[config.mk]
export PLATFORM = sky130hd
export DESIGN_NAME = rename_dispatch_stage
export DESIGN_NICKNAME = d
export VERILOG_FILES = /design/src/rtl/rename_dispatch_stage.sv
export SDC_FILE = /design/constraint.sdc
export NUM_CORES = 1
export LEC_CHECK = 0
export CORE_UTILIZATION = 25
export DETAILED_ROUTE_END_ITERATION = 16
export PLACE_DENSITY_LB_ADDON = 0.1
export SETUP_SLACK_MARGIN = 0.05
export SLEW_MARGIN = 10
export SYNTH_ARGS = -nofsm -noshare
export SYNTH_HDL_FRONTEND = slang
export SYNTH_SLANG_ARGS = --single-unit
[constraint.sdc]
create_clock -name clk_i -period 7.8 [get_ports clk_i]
set_clock_uncertainty 0.2 [all_clocks]
set_input_delay 2.34 -clock clk_i [delete_from_list [all_inputs] [get_ports clk_i]]
set_output_delay 2.34 -clock clk_i [all_outputs]
set_load 0.01 [all_outputs]
[src/rtl/rename_dispatch_stage.sv]
// Rename/dispatch stage: owns the architectural-register map table, allocates
// ROB tags through a valid/ready handshake, renames source operands to ROB tags
// and dispatches one instruction per cycle through a single output register to
// one of NUM_RS reservation stations. Supports per-station backpressure, commit
// clearing of map entries and full pipeline flush.
module rename_dispatch_stage #(
  parameter int ROB_SIZE  = 32,
  parameter int TAG_W     = $clog2(ROB_SIZE + 1),
  parameter int ARCH_REGS = 32,
  parameter int REG_W     = $clog2(ARCH_REGS),
  parameter int ZERO_REG  = 31,
  parameter int NUM_RS    = 4,
  parameter int RS_SEL_W  = $clog2(NUM_RS),
  parameter int CMD_W     = 10
) (
  input  logic                clk_i,
  input  logic                reset_i,
  // Decoded instruction handshake
  input  logic                in_valid_i,
  output logic                in_ready_o,
  input  logic [REG_W-1:0]    in_rd_i,
  input  logic [REG_W-1:0]    in_rn_i,
  input  logic [REG_W-1:0]    in_rm_i,
  input  logic                in_reg_write_i,
  input  logic                in_src2_imm_i,
  input  logic [RS_SEL_W-1:0] in_rs_sel_i,
  input  logic [CMD_W-1:0]    in_cmd_i,
  // ROB allocation
  output logic                rob_alloc_o,
  input  logic                rob_alloc_ready_i,
  input  logic [TAG_W-1:0]    rob_tail_i,
  // ROB commit
  input  logic                commit_valid_i,
  input  logic [REG_W-1:0]    commit_reg_i,
  input  logic [TAG_W-1:0]    commit_tag_i,
  // Pipeline flush
  input  logic                flush_i,
  // Dispatch to reservation stations
  output logic [NUM_RS-1:0]   out_valid_o,
  input  logic [NUM_RS-1:0]   out_ready_i,
  output logic [TAG_W-1:0]    out_tag_o,
  output logic [TAG_W-1:0]    out_src1_tag_o,
  output logic [TAG_W-1:0]    out_src2_tag_o,
  output logic [REG_W-1:0]    out_rn_o,
  output logic [REG_W-1:0]    out_rm_o,
  output logic [CMD_W-1:0]    out_cmd_o
);

  localparam logic [REG_W-1:0] ZERO_IDX = REG_W'(ZERO_REG);

  // Map table: 0 means "value is architectural, read the regfile".
  logic [TAG_W-1:0] map_q [ARCH_REGS];
  logic [TAG_W-1:0] map_d [ARCH_REGS];

  // Output slot registers.
  logic [NUM_RS-1:0] out_valid_q, out_valid_d;
  logic [TAG_W-1:0]  out_tag_q, out_tag_d;
  logic [TAG_W-1:0]  out_src1_tag_q, out_src1_tag_d;
  logic [TAG_W-1:0]  out_src2_tag_q, out_src2_tag_d;
  logic [REG_W-1:0]  out_rn_q, out_rn_d;
  logic [REG_W-1:0]  out_rm_q, out_rm_d;
  logic [CMD_W-1:0]  out_cmd_q, out_cmd_d;

  logic              held;
  logic              held_drain;
  logic              accept;
  logic [TAG_W-1:0]  src1_tag;
  logic [TAG_W-1:0]  src2_tag;
  logic [NUM_RS-1:0] sel_onehot;

  // Source tag lookup: the zero register and an entry retiring this very cycle
  // both resolve to the regfile.
  function automatic logic [TAG_W-1:0] src_tag(
    input logic [REG_W-1:0] r,
    input logic [TAG_W-1:0] entry,
    input logic             cv,
    input logic [REG_W-1:0] creg,
    input logic [TAG_W-1:0] ctag
  );
    logic [TAG_W-1:0] t;
    t = entry;
    if (r == ZERO_IDX) begin
      t = '0;
    end else if (cv && (creg == r) && (ctag == entry)) begin
      t = '0;
    end
    return t;
  endfunction

  // The slot is one-hot, so masking with out_ready_i picks the held station's ready.
  assign held       = |out_valid_q;
  assign held_drain = |(out_valid_q & out_ready_i);
  assign in_ready_o = reset_i & ~flush_i & rob_alloc_ready_i & (~held | held_drain);
  assign accept     = in_valid_i & in_ready_o;
  assign rob_alloc_o = accept;

  assign src1_tag   = src_tag(in_rn_i, map_q[in_rn_i], commit_valid_i, commit_reg_i, commit_tag_i);
  assign src2_tag   = in_src2_imm_i ? '0
                    : src_tag(in_rm_i, map_q[in_rm_i], commit_valid_i, commit_reg_i, commit_tag_i);
  assign sel_onehot = NUM_RS'(1) << in_rs_sel_i;

  // Map next state: flush clears everything, otherwise commit clear then rename.
  always_comb begin
    // NOTE: blocking assignments in combinational logic; the later rename write
    // overrides the earlier commit clear, which is exactly "rename wins".
    map_d = map_q;
    if (flush_i) begin
      for (int i = 0; i < ARCH_REGS; i++) begin
        map_d[i] = '0;
      end
    end else begin
      if (commit_valid_i && (map_q[commit_reg_i] == commit_tag_i)) begin
        map_d[commit_reg_i] = '0;
      end
      if (accept && in_reg_write_i && (in_rd_i != ZERO_IDX)) begin
        map_d[in_rd_i] = rob_tail_i;
      end
    end
  end

  // Output slot next state: load on accept, drop on drain or flush, else hold.
  always_comb begin
    out_valid_d    = out_valid_q;
    out_tag_d      = out_tag_q;
    out_src1_tag_d = out_src1_tag_q;
    out_src2_tag_d = out_src2_tag_q;
    out_rn_d       = out_rn_q;
    out_rm_d       = out_rm_q;
    out_cmd_d      = out_cmd_q;
    if (flush_i) begin
      out_valid_d = '0;
    end else if (accept) begin
      out_valid_d    = sel_onehot;
      out_tag_d      = rob_tail_i;
      out_src1_tag_d = src1_tag;
      out_src2_tag_d = src2_tag;
      out_rn_d       = in_rn_i;
      out_rm_d       = in_rm_i;
      out_cmd_d      = in_cmd_i;
    end else if (held_drain) begin
      out_valid_d = '0;
    end
  end

  // State registers with synchronous active-low reset.
  always_ff @(posedge clk_i) begin
    if (!reset_i) begin
      // NOTE: the map is reset (unlike a plain data RAM) because a leftover tag
      // would make consumers wait on a ROB entry that will never broadcast.
      for (int i = 0; i < ARCH_REGS; i++) begin
        map_q[i] <= '0;
      end
      out_valid_q    <= '0;
      out_tag_q      <= '0;
      out_src1_tag_q <= '0;
      out_src2_tag_q <= '0;
      out_rn_q       <= '0;
      out_rm_q       <= '0;
      out_cmd_q      <= '0;
    end else begin
      map_q          <= map_d;
      out_valid_q    <= out_valid_d;
      out_tag_q      <= out_tag_d;
      out_src1_tag_q <= out_src1_tag_d;
      out_src2_tag_q <= out_src2_tag_d;
      out_rn_q       <= out_rn_d;
      out_rm_q       <= out_rm_d;
      out_cmd_q      <= out_cmd_d;
    end
  end

  assign out_valid_o    = out_valid_q;
  assign out_tag_o      = out_tag_q;
  assign out_src1_tag_o = out_src1_tag_q;
  assign out_src2_tag_o = out_src2_tag_q;
  assign out_rn_o       = out_rn_q;
  assign out_rm_o       = out_rm_q;
  assign out_cmd_o      = out_cmd_q;

  // Widened select so the range check is meaningful for any NUM_RS.
  logic [RS_SEL_W:0] sel_ext;
  assign sel_ext = {1'b0, in_rs_sel_i};

  a_rs_sel_legal: assert property (@(posedge clk_i) disable iff (!reset_i)
    in_valid_i |-> (sel_ext < (RS_SEL_W + 1)'(NUM_RS)));

  a_out_onehot: assert property (@(posedge clk_i) disable iff (!reset_i)
    $onehot0(out_valid_q));

endmodule

Word level (Yosys, flattened, before mapping) --
Cells that the tools add are included.
Storage, ports and cells: register bits 234, input bits 56, output and inout port bits 44, word-level logic and storage cells 107
Cells by class: order comparisons 6, reduce and logical (&&, ||, !) cells 14, multiplexer cells 24, equality and inequality tests 8, bitwise logic cells 15, shifts and indexed selects 1
Operators with widths (count):
- $mux 192 | 3
- $and 192x192->192 | 1
- $bwmux 192 | 1
- $not 192->192 | 1
- $bmux 6 s5 | 3
- $mux 6 | 13
- $demux 6 s5 | 2
- $ge 6x6->1 const B | 4
- $not 5->6 | 4
- $eq 6x6->1 | 3
- $lt 6x1->1 const B | 2
- $eq 5x5->1 | 2
- $eq 5x5->1 const B | 2
- $logic_and 1x1->1 | 9
- $mux 4 | 2
- $reduce_or 4->1 | 2
- $ne 5x5->1 const B | 1
- $and 1x1->1 | 4
- $and 4x4->4 | 1
- $shl 1x2->4 const A | 1
- $not 1->1 | 3
- $reduce_and 2->1 | 1
- $reduce_bool 2->1 | 1
- $reduce_or 2->1 | 1
- $or 1x1->1 | 1

Depth between registers and ports, before layout --
Gate-level depths: netlist of run 1.
word-level depth 11, depth in mapped cells 13, mapped depth without buffers 9

Least setup slack after synthesis of run 1 --
No wires, ideal clock.
path type in2out, start point input port reset_i, end point output port in_ready_o, buffers on the path 3, setup slack 1.855 ns, data required time 5.260 ns, data arrival time 3.405 ns, stages on the path 5, path through nor2b_1 > clkbuf_1 > clkbuf_1 > clkbuf_1 > o211a_1
Between the ends: word-level cells in the longest chain between the ends 3
RTL lines:
- from (decl) | line 17 | input logic reset_i,
- $and 1x1->1 (3 in a row) | line 93 | assign in_ready_o = reset_i & ~flush_i & rob_alloc_ready_i & (~held | held_drain);
- to (decl) | line 20 | output logic in_ready_o,
No other way between the ends.

Worst setup path in the final report of run 1 --
start point input port reset_i, end point output port rob_alloc_o
Between the ends: word-level cells in the longest chain between the ends 4
RTL lines:
- $and 1x1->1 (3 in a row) | line 93
- $and 1x1->1 | line 94 | assign accept = in_valid_i & in_ready_o;
- to (decl) | line 29 | output logic rob_alloc_o,
No other way between the ends.

==> flow_summary.yaml, run 1 <==
clock_network:
  root_buffer: "clkbuf_16"
  htreeDepth: 1
  clkTransAtPathRegs_ps: 70
  insertion_delay_ps: 580
  cts_setup_buffers: 0
  postCtsHoldBufs: 0
  cts_tree: "built"
  cts_resized: 0
  cts_sinks: 234
  cts_buffers: 29
  ctsLongestPathBuffers: 3
yosys:
  synthTopCellsByArea: "dfxtp_1 34%, mux4_2 14%, mux2i_1 10%"
  synth_cells: 1501
  yosys_most_used_dff: "dfxtp_1"
  synth_cell_types: 53
  syn_nets: 1557
  syn-cell-area_sq_um: 13900
  synth_top_area_share_pct: 33.6
  seq_area_frac_synth_pct: 33.6
  yosys.area.top_type: "dfxtp_1"
  synth_area_per_cell_sq_um: 9.28
  ys_warn_count: 0
  async_flop_share_pct: 0
  synth_common_cells: "234 x dfxtp_1, 210 x nand3_1, 172 x o22ai_1, 158 x nand2_1, 142 x mux2i_1"
  yosysMostFrequentCell: "dfxtp_1"
  synth_edf_count: 0
  synth_seq_cells: 234
routing:
  wl_per_cell_um: 28.3
  vias_per_cell: 5.61
  drt_wl_total_mm: 65.0
  drtPass1Iterations: 5
  antenna_left: 0
  num_vias: 12900
  drt_iter0_drc: 1266
  drc: 0
setup_path:
  r2r_slack_ps: 4130
  cp-start-kind: "input pin"
  path_max_fanout: 29
  crit_path_end_kind: "primary output"
  cp.arrival_ps: 4090
  worstSetupPathType: "input pin to primary output"
  crit_required_ps: 5260
power:
  powerDensity_nw_per_um2: 181
  vdd_drop_max_uv: 241
  p_leak_uw: 0.00540
final_layout:
  area_growth_pct: 19.1
  utilization_pct: 30.1
  fillers: 5860
  multiInputGateArea_sq_um: 8670
  drive_above_1_share_pct: 15.3
  final_nets: 1580
  final-seq-area_sq_um: 4680
sta:
  hold_violations: 0
  relSlewSlack_pct: 22.0
  rsz0062_at_grt: "no"
  slew_viol_final: 0
  setup_ws_ps: 1170
  fmax_ghz: 0.151
  min_period_ps: 6630
  finalCritPeriodShare_pct: 84.9
  hold_ws_ps: 256
  setup_viol: 0
  worst_pin_slew_ps: 1160
  tns_ps: 0
placed_design:
  gp_congestion: 0.891
  place_ws_ps: 915
  io_buffers: 99
  hpwl_mm: 46.7
global_routing:
  grt_max_degree: 193
  antenna_found_initial: 0
  grt_overflow: 0
  grt_pass1_wl_mm: 92.3
  grt_pass1_vias: 12300
  grt_usage_pct: 22.5
status:
  status: "complete, no violations"
floorplan:
  die-area_sq_um: 56700
  core-area_sq_um: 55100
  dieHeight_um: 238
  initial_utilization_pct: 25.3
  num_rows: 86
  num_io_pins: 100
  die_w_um: 238
run:
  drv_cap: 0
worst_hold_path:
  hp-class: "flip-flop to flip-flop"
==> power breakdown <==
| part | internal (uW) | switching, uW | leakage (uW) |
|---|---|---|---|
| combinational | 119 | 235 | 0.00303 |
| clock | 872 | 570 | 0.000487 |
| sequential | 1200 | 2.47 | 0.00188 |
| total | 2190 | 807 | 0.00540 |
==> through the flow <==
stage,cell area [sq um],instances,power [uW]
6_report,16600,2294,3000
5_1_grt,16600,2293,3100
4_1_cts,16600,2293,3030
3_5_place_dp,15600,2241,1580
3_3_place_gp,15600,2241,1580
2_1_floorplan,13900,1501,1430
==> sequential cells by signal (all words and copies together), names as in the netlist <==
name	count
out_valid_o	4
out_cmd_o	10
map_q	192
out_rm_o	5
out_src1_tag_o	6
out_tag_o	6
out_rn_o	5
out_src2_tag_o	6
==> critical path: stages <==
cell and delay (ps):
clkdlybuf4s50_1 450, buf_4 270, nor2b_4 280, o2111ai_4 150, inv_2 80, clkdlybuf4s50_1 520
==> logic make-up after synthesis <==
logic type | after synthesis | synth area share [%]
xor+xnor | 25 | 1.57
mux | 235 | 24.6
simple gates | 510 | 19.1
compound gates | 343 | 16.3
buf+inv | 154 | 4.78
flops | 234 | 33.6
==> cell usage in the layout, fill, tap and decap left out, types with 4 or more instances in the layout <==
master           instances
a22oi_1                 59
xor2_1                  12
a31oi_1                  7
mux4_2                  84
bufinv_16                5
o21ai_1                 26
mux2_2                   7
nand2_1                152
dfxtp_1                234
clkbuf_1                 4
nand3_1                210
nor2b_1                 24
a21boi_0                32
nand2_2                  6
buf_4                   42
o21ai_0                  4
mux2i_1                142
o21a_1                   4
a32oi_1                  4
nor4_2                  33
nand3b_1                 6
nor3_1                   7
inv_1                    4
buf_2                    5
clkbuf_16               29
and2_1                   8
clkinv_2                 7
a22o_1                   6
o22ai_1                172
a21oi_1                 14
nor2_1                  29
xnor2_1                 13
clkdlybuf4s50_1         91
nand2b_1                 8
nand4_1                  9
==> path summary, 6_finish.rpt <==
kind | from | endpoint | cells past startpoint
setup reg to reg | map_q[51] | map_q[63] | 9
hold / removal | out_src2_tag_o[2] | out_src2_tag_o[2] | 2
hold reg to reg | out_src2_tag_o[2] | out_src2_tag_o[2] | 2
setup / recovery | reset_i | rob_alloc_o | 6
==> routing by layer <==
| metal | up-vias | routed length (um) | global-route usage (%) |
|---|---|---|---|
| li1 | 5836 | - | - |
| met1 | 6537 | 30500 | 32.0 |
| met2 | 424 | 29300 | 35.5 |
| met3 | 83 | 3160 | 2.67 |
| met4 | 0 | 2030 | 6.66 |
| met5 | - | 0 | 0 |
==> cell type report <==
type | count | share of cell area, %
sequential | 234 | 28.2
multi-input combinational | 1113 | 52.2
antenna | 1 | 0.0151
clock inverter | 16 | 1.30
inverter | 6 | 0.136
timing repair buffer | 140 | 7.78
clock buffer | 36 | 4.71
tap | 748 | 5.64
(Power assumes the default switching activity.)
==> inputs of run 2 (changes only) <==
==> constraint.sdc (replaced) <==
create_clock -name clk_i -period 5.8 [get_ports clk_i]
set_clock_uncertainty 0.2 [all_clocks]
set_input_delay 1.74 -clock clk_i [delete_from_list [all_inputs] [get_ports clk_i]]
set_output_delay 1.74 -clock clk_i [all_outputs]
set_load 0.01 [all_outputs]
==> run 2 against run 1 <==
  * Die area is the same
  * Final area grew 2.1%
  * Register-to-register slack lost 1800 ps
  * Worst hold slack lost 2.0 ps
  * Core utilization grew 0.63 points
  * Combinational power grew 39%
  * Critical endpoint unchanged
==> flow_summary.yaml, run 2 (same netlist as run 1, synthesis figures left out) <==
status:
  status: "complete, no violations"
power:
  vdd_drop_max_uv: 215
  powerDensity_nw_per_um2: 229
  power_frac_seq_pct: 41.6
  power_frac_comb_pct: 12.7
  clockPowerShare_pct: 45.7
  p_leak_uw: 0.00567
  switching_share_pct: 27.5
  power.net_switching_uw: 1070
  intPower_uw: 2820
  power_uw: 3890
clock_network:
  root_buffer: "clkbuf_16"
  ctsLongestPathBuffers: 3
  clkTransAtPathRegs_ps: 60
  cts_sinks: 234
  cts_tree: "built"
  htreeDepth: 1
  insertion_delay_ps: 590
  cts_setup_buffers: 0
  postCtsHoldBufs: 0
  cts_buffers: 29
  cts_resized: 0
floorplan:
  num_io_pins: 100
  die_w_um: 238
  dieHeight_um: 238
  num_rows: 86
  initial_utilization_pct: 25.3
  die-area_sq_um: 56700
  core-area_sq_um: 55100
final_layout:
  fillers: 5830
  drive_above_1_share_pct: 17.3
  final_nets: 1636
  final_cell_mix: "234 x dfxtp_1, 210 x nand3_1, 172 x o22ai_1"
  largest_register_ff_count: 192
  area_growth_pct: 21.6
  regMostFlops: "map_q"
  final_common_cell: "dfxtp_1"
  antennaDiodeCount: 0
  fin_area_sq_um: 16900
sta:
  hold_violations: 0
  slew_viol_final: 0
  tns_ps: 0
  fmax_ghz: 0.193
  rsz0062_at_grt: "no"
  relSlewSlack_pct: 29.7
  setup_viol: 0
  min_period_ps: 5190
  finalCritPeriodShare_pct: 89.5
  worst_pin_slew_ps: 1050
worst_hold_path:
  hp-class: "flip-flop to flip-flop"
global_routing:
  grt_pass1_wl_mm: 92.4
  grt_usage_pct: 22.3
  grt_pass1_vias: 12600
  grt_overflow: 0
  grt_max_degree: 193
  antenna_found_initial: 0
routing:
  wl_per_cell_um: 27.3
  num_vias: 13000
  drtPass1Iterations: 6
  drc: 0
  drt_iter0_drc: 1192
  antenna_left: 0
  drt_wl_total_mm: 64.1
  vias_per_cell: 5.55
run:
  drv_cap: 0
setup_path:
  path_max_fanout: 2
  cp.arrival_ps: 3250
  cp-start-kind: "input pin"
  crit_path_end_kind: "primary output"
  crit_required_ps: 3860
  worstSetupPathType: "input pin to primary output"
placed_design:
  gp_congestion: 0.944
  postPlaceCellArea_sq_um: 16100
  hpwl_mm: 47.0
  io_buffers: 99
run 2: layer usage:
metal / track usage, % / routed length (um) / vias to the layer above
met5: 0 / 0 / -
met4: 9.67 / 2980 / 0
met3: 3.34 / 3920 / 102
met2: 33.7 / 27900 / 507
met1: 31.5 / 29300 / 6463
li1: - / - / 5956
run 2: worst max-delay path, stage by stage:
cell	delay (ps)
clkdlybuf4s50_1	400
a22oi_1	220
nand2_1	140
o2111ai_4	230
inv_2	50
clkdlybuf4s50_1	470
run 2: metrics by stage:
stage	std cells	util, %	setup WS [ps]	hold slack [ps]
after floorplan	1501	-	1050	229
after global placement	2297	29.1	500	247
after detailed placement	2297	29.1	517	250
after CTS	2346	30.8	601	258
after global routing	2346	30.8	519	278
final	2346	30.8	612	254
run 2: final cells by class:
cell class | count | area [sq um] | area share (%)
Multi-Input combinational cell | 1113 | 8630 | 50.9
Inverter | 6 | 22.5 | 0.133
Tap cell | 748 | 936 | 5.52
Clock buffer | 42 | 835 | 4.92
Clock inverter | 7 | 63.8 | 0.376
Timing Repair Buffer | 196 | 1770 | 10.5
Sequential cell | 234 | 4680 | 27.6
run 2: worst paths after layout:
check	start	end	slack, ps	cells past startpoint
max	out_ready_i[0]	rob_alloc_o	610	6
min	out_src2_tag_o[2]	out_src2_tag_o[2]	250	2
max reg2reg	out_valid_o[0]	map_q[64]	2370	9
min reg2reg	out_src2_tag_o[2]	out_src2_tag_o[2]	250	2
run 2: power by group through the flow:
stage	registers (uW)	logic (uW)	clock network (uW)
2_1_floorplan	1650	272	0
3_3_place_gp	1650	490	0
3_5_place_dp	1650	491	0
4_1_cts	1620	491	1820
5_1_grt	1620	516	1880
6_report	1620	492	1780
==> inputs of run 3 (changes only) <==
--- a/config.mk
+++ b/config.mk
@@ -5,6 +5,7 @@
 export SDC_FILE = /design/constraint.sdc
 export NUM_CORES = 1
 export LEC_CHECK = 0
+export CORE_ASPECT_RATIO = 0.6
 export CORE_UTILIZATION = 25
 export DETAILED_ROUTE_END_ITERATION = 16
 export PLACE_DENSITY_LB_ADDON = 0.1
==> run 3 against run 2 <==
  * Sequential power is essentially flat
  * Clock power shrank 3%
  * Non-clock buffer count grew 10
  * Cell count grew 0.38%
  * Clock-buffer cell count shrank 8
  * Setup slack lost 32 ps
  * Die area is essentially flat
  * Core utilization grew 0.39 points
  * Maximum frequency shrank 0.62%
  * Critical endpoint unchanged
  * Via count grew 3.8%
  * Largest power group unchanged
  * Sequential share of layout area shrank 0.092 points
==> flow_summary.yaml, run 3 (same netlist as run 1, synthesis figures left out) <==
status:
  status: "complete, no violations"
final_layout:
  multiInputGateArea_sq_um: 8640
  largest_register_ff_count: 192
  area_growth_pct: 22.0
  final_cell_mix: "234 x dfxtp_1, 210 x nand3_1, 172 x o22ai_1"
  regMostFlops: "map_q"
  drive_above_1_share_pct: 18.1
  fillers: 5648
  final_common_cell: "dfxtp_1"
  antennaDiodeCount: 0
  final_nets: 1643
  final-seq-area_sq_um: 4680
clock_network:
  cts_resized: 0
  cts_sinks: 234
  root_buffer: "clkbuf_16"
  cts_buffers: 26
  postCtsHoldBufs: 0
  insertion_delay_ps: 580
  ctsLongestPathBuffers: 3
  cts_setup_buffers: 0
  htreeDepth: 1
  cts_tree: "built"
  clkTransAtPathRegs_ps: 80
placed_design:
  hpwl_mm: 51.1
  io_buffers: 99
  gp_congestion: 1.09
sta:
  slew_viol_final: 0
  rsz0062_at_grt: "no"
  worst_pin_slew_ps: 1030
  hold_violations: 0
  setup_viol: 0
  relSlewSlack_pct: 30.8
  fmax_ghz: 0.192
  hold_ws_ps: 249
  tns_ps: 0
  finalCritPeriodShare_pct: 90.0
  min_period_ps: 5220
routing:
  wl_per_cell_um: 28.8
  drt_wl_total_mm: 67.8
  num_vias: 13500
  drt_iter0_drc: 1626
  antenna_left: 0
  drc: 0
  drtPass1Iterations: 6
  vias_per_cell: 5.74
setup_path:
  crit_path_end_kind: "primary output"
  crit_required_ps: 3860
  cp-start-kind: "input pin"
  path_max_fanout: 2
  worstSetupPathType: "input pin to primary output"
  cp.arrival_ps: 3280
power:
  p_leak_uw: 0.00569
  vdd_drop_max_uv: 220
  powerDensity_nw_per_um2: 228
run:
  drv_cap: 0
floorplan:
  num_rows: 66
  dieHeight_um: 185
  core-area_sq_um: 54600
  initial_utilization_pct: 25.5
  num_io_pins: 100
  die-area_sq_um: 56700
  die_w_um: 307
global_routing:
  antenna_found_initial: 2
  grt_pass1_wl_mm: 94.2
  grt_max_degree: 86
  grt_usage_pct: 23.3
  grt_pass1_vias: 12300
  grt_overflow: 0
worst_hold_path:
  hp-class: "flip-flop to flip-flop"
## run 3: path summary, 6_finish.rpt
check	startpoint	end	slack, ps	cells after the start
setup reg to reg	out_valid_o[3]	map_q[14]	2180	8
hold reg to reg	out_src2_tag_o[2]	out_src2_tag_o[2]	250	2
hold / removal	out_src2_tag_o[2]	out_src2_tag_o[2]	250	2
setup / recovery	out_ready_i[2]	rob_alloc_o	580	6
## run 3: cell type report
class                      count  area share (%)
sequential                   234            27.5
clock inverter                14           0.787
inverter                       6           0.132
clock buffer                  34            4.25
multi-input combinational   1113            50.8
timing repair buffer         206            11.0
tap                          748            5.50
## run 3: metrics by stage
step           area [sq um]  std cells  setup WS, ps  utilization, %  power, uW
2_1_floorplan         13900       1501          1050               -       1930
3_3_place_gp          16100       2307           417            29.6       2160
3_5_place_dp          16100       2307           392            29.6       2160
4_1_cts               17000       2355           586            31.2       3900
5_1_grt               17000       2355           505            31.2       4000
6_report              17000       2355           579            31.2       3880
## run 3: per-layer routing
layer  part of all wire [%]  GRT usage [%]  up-vias
met4                    1.6           3.66        0
met1                     50           36.8     6813
li1                       -              -     5986
met3                     11           7.57       73
met2                     37           29.8      647
met5                      0              0        -
## run 3: report_power, final
part           switching [uW]  leakage [uW]  internal [uW]  total, uW
clock network             766      0.000414            969       1730
logic                     346       0.00339            182        528
registers                3.31       0.00188           1610       1620
## run 3: worst max-delay path: stages
cell and delay (ps):
clkdlybuf4s50_1 400, a22oi_1 230, nand2_1 140, o2111ai_4 240
inv_2 50, clkdlybuf4s50_1 470
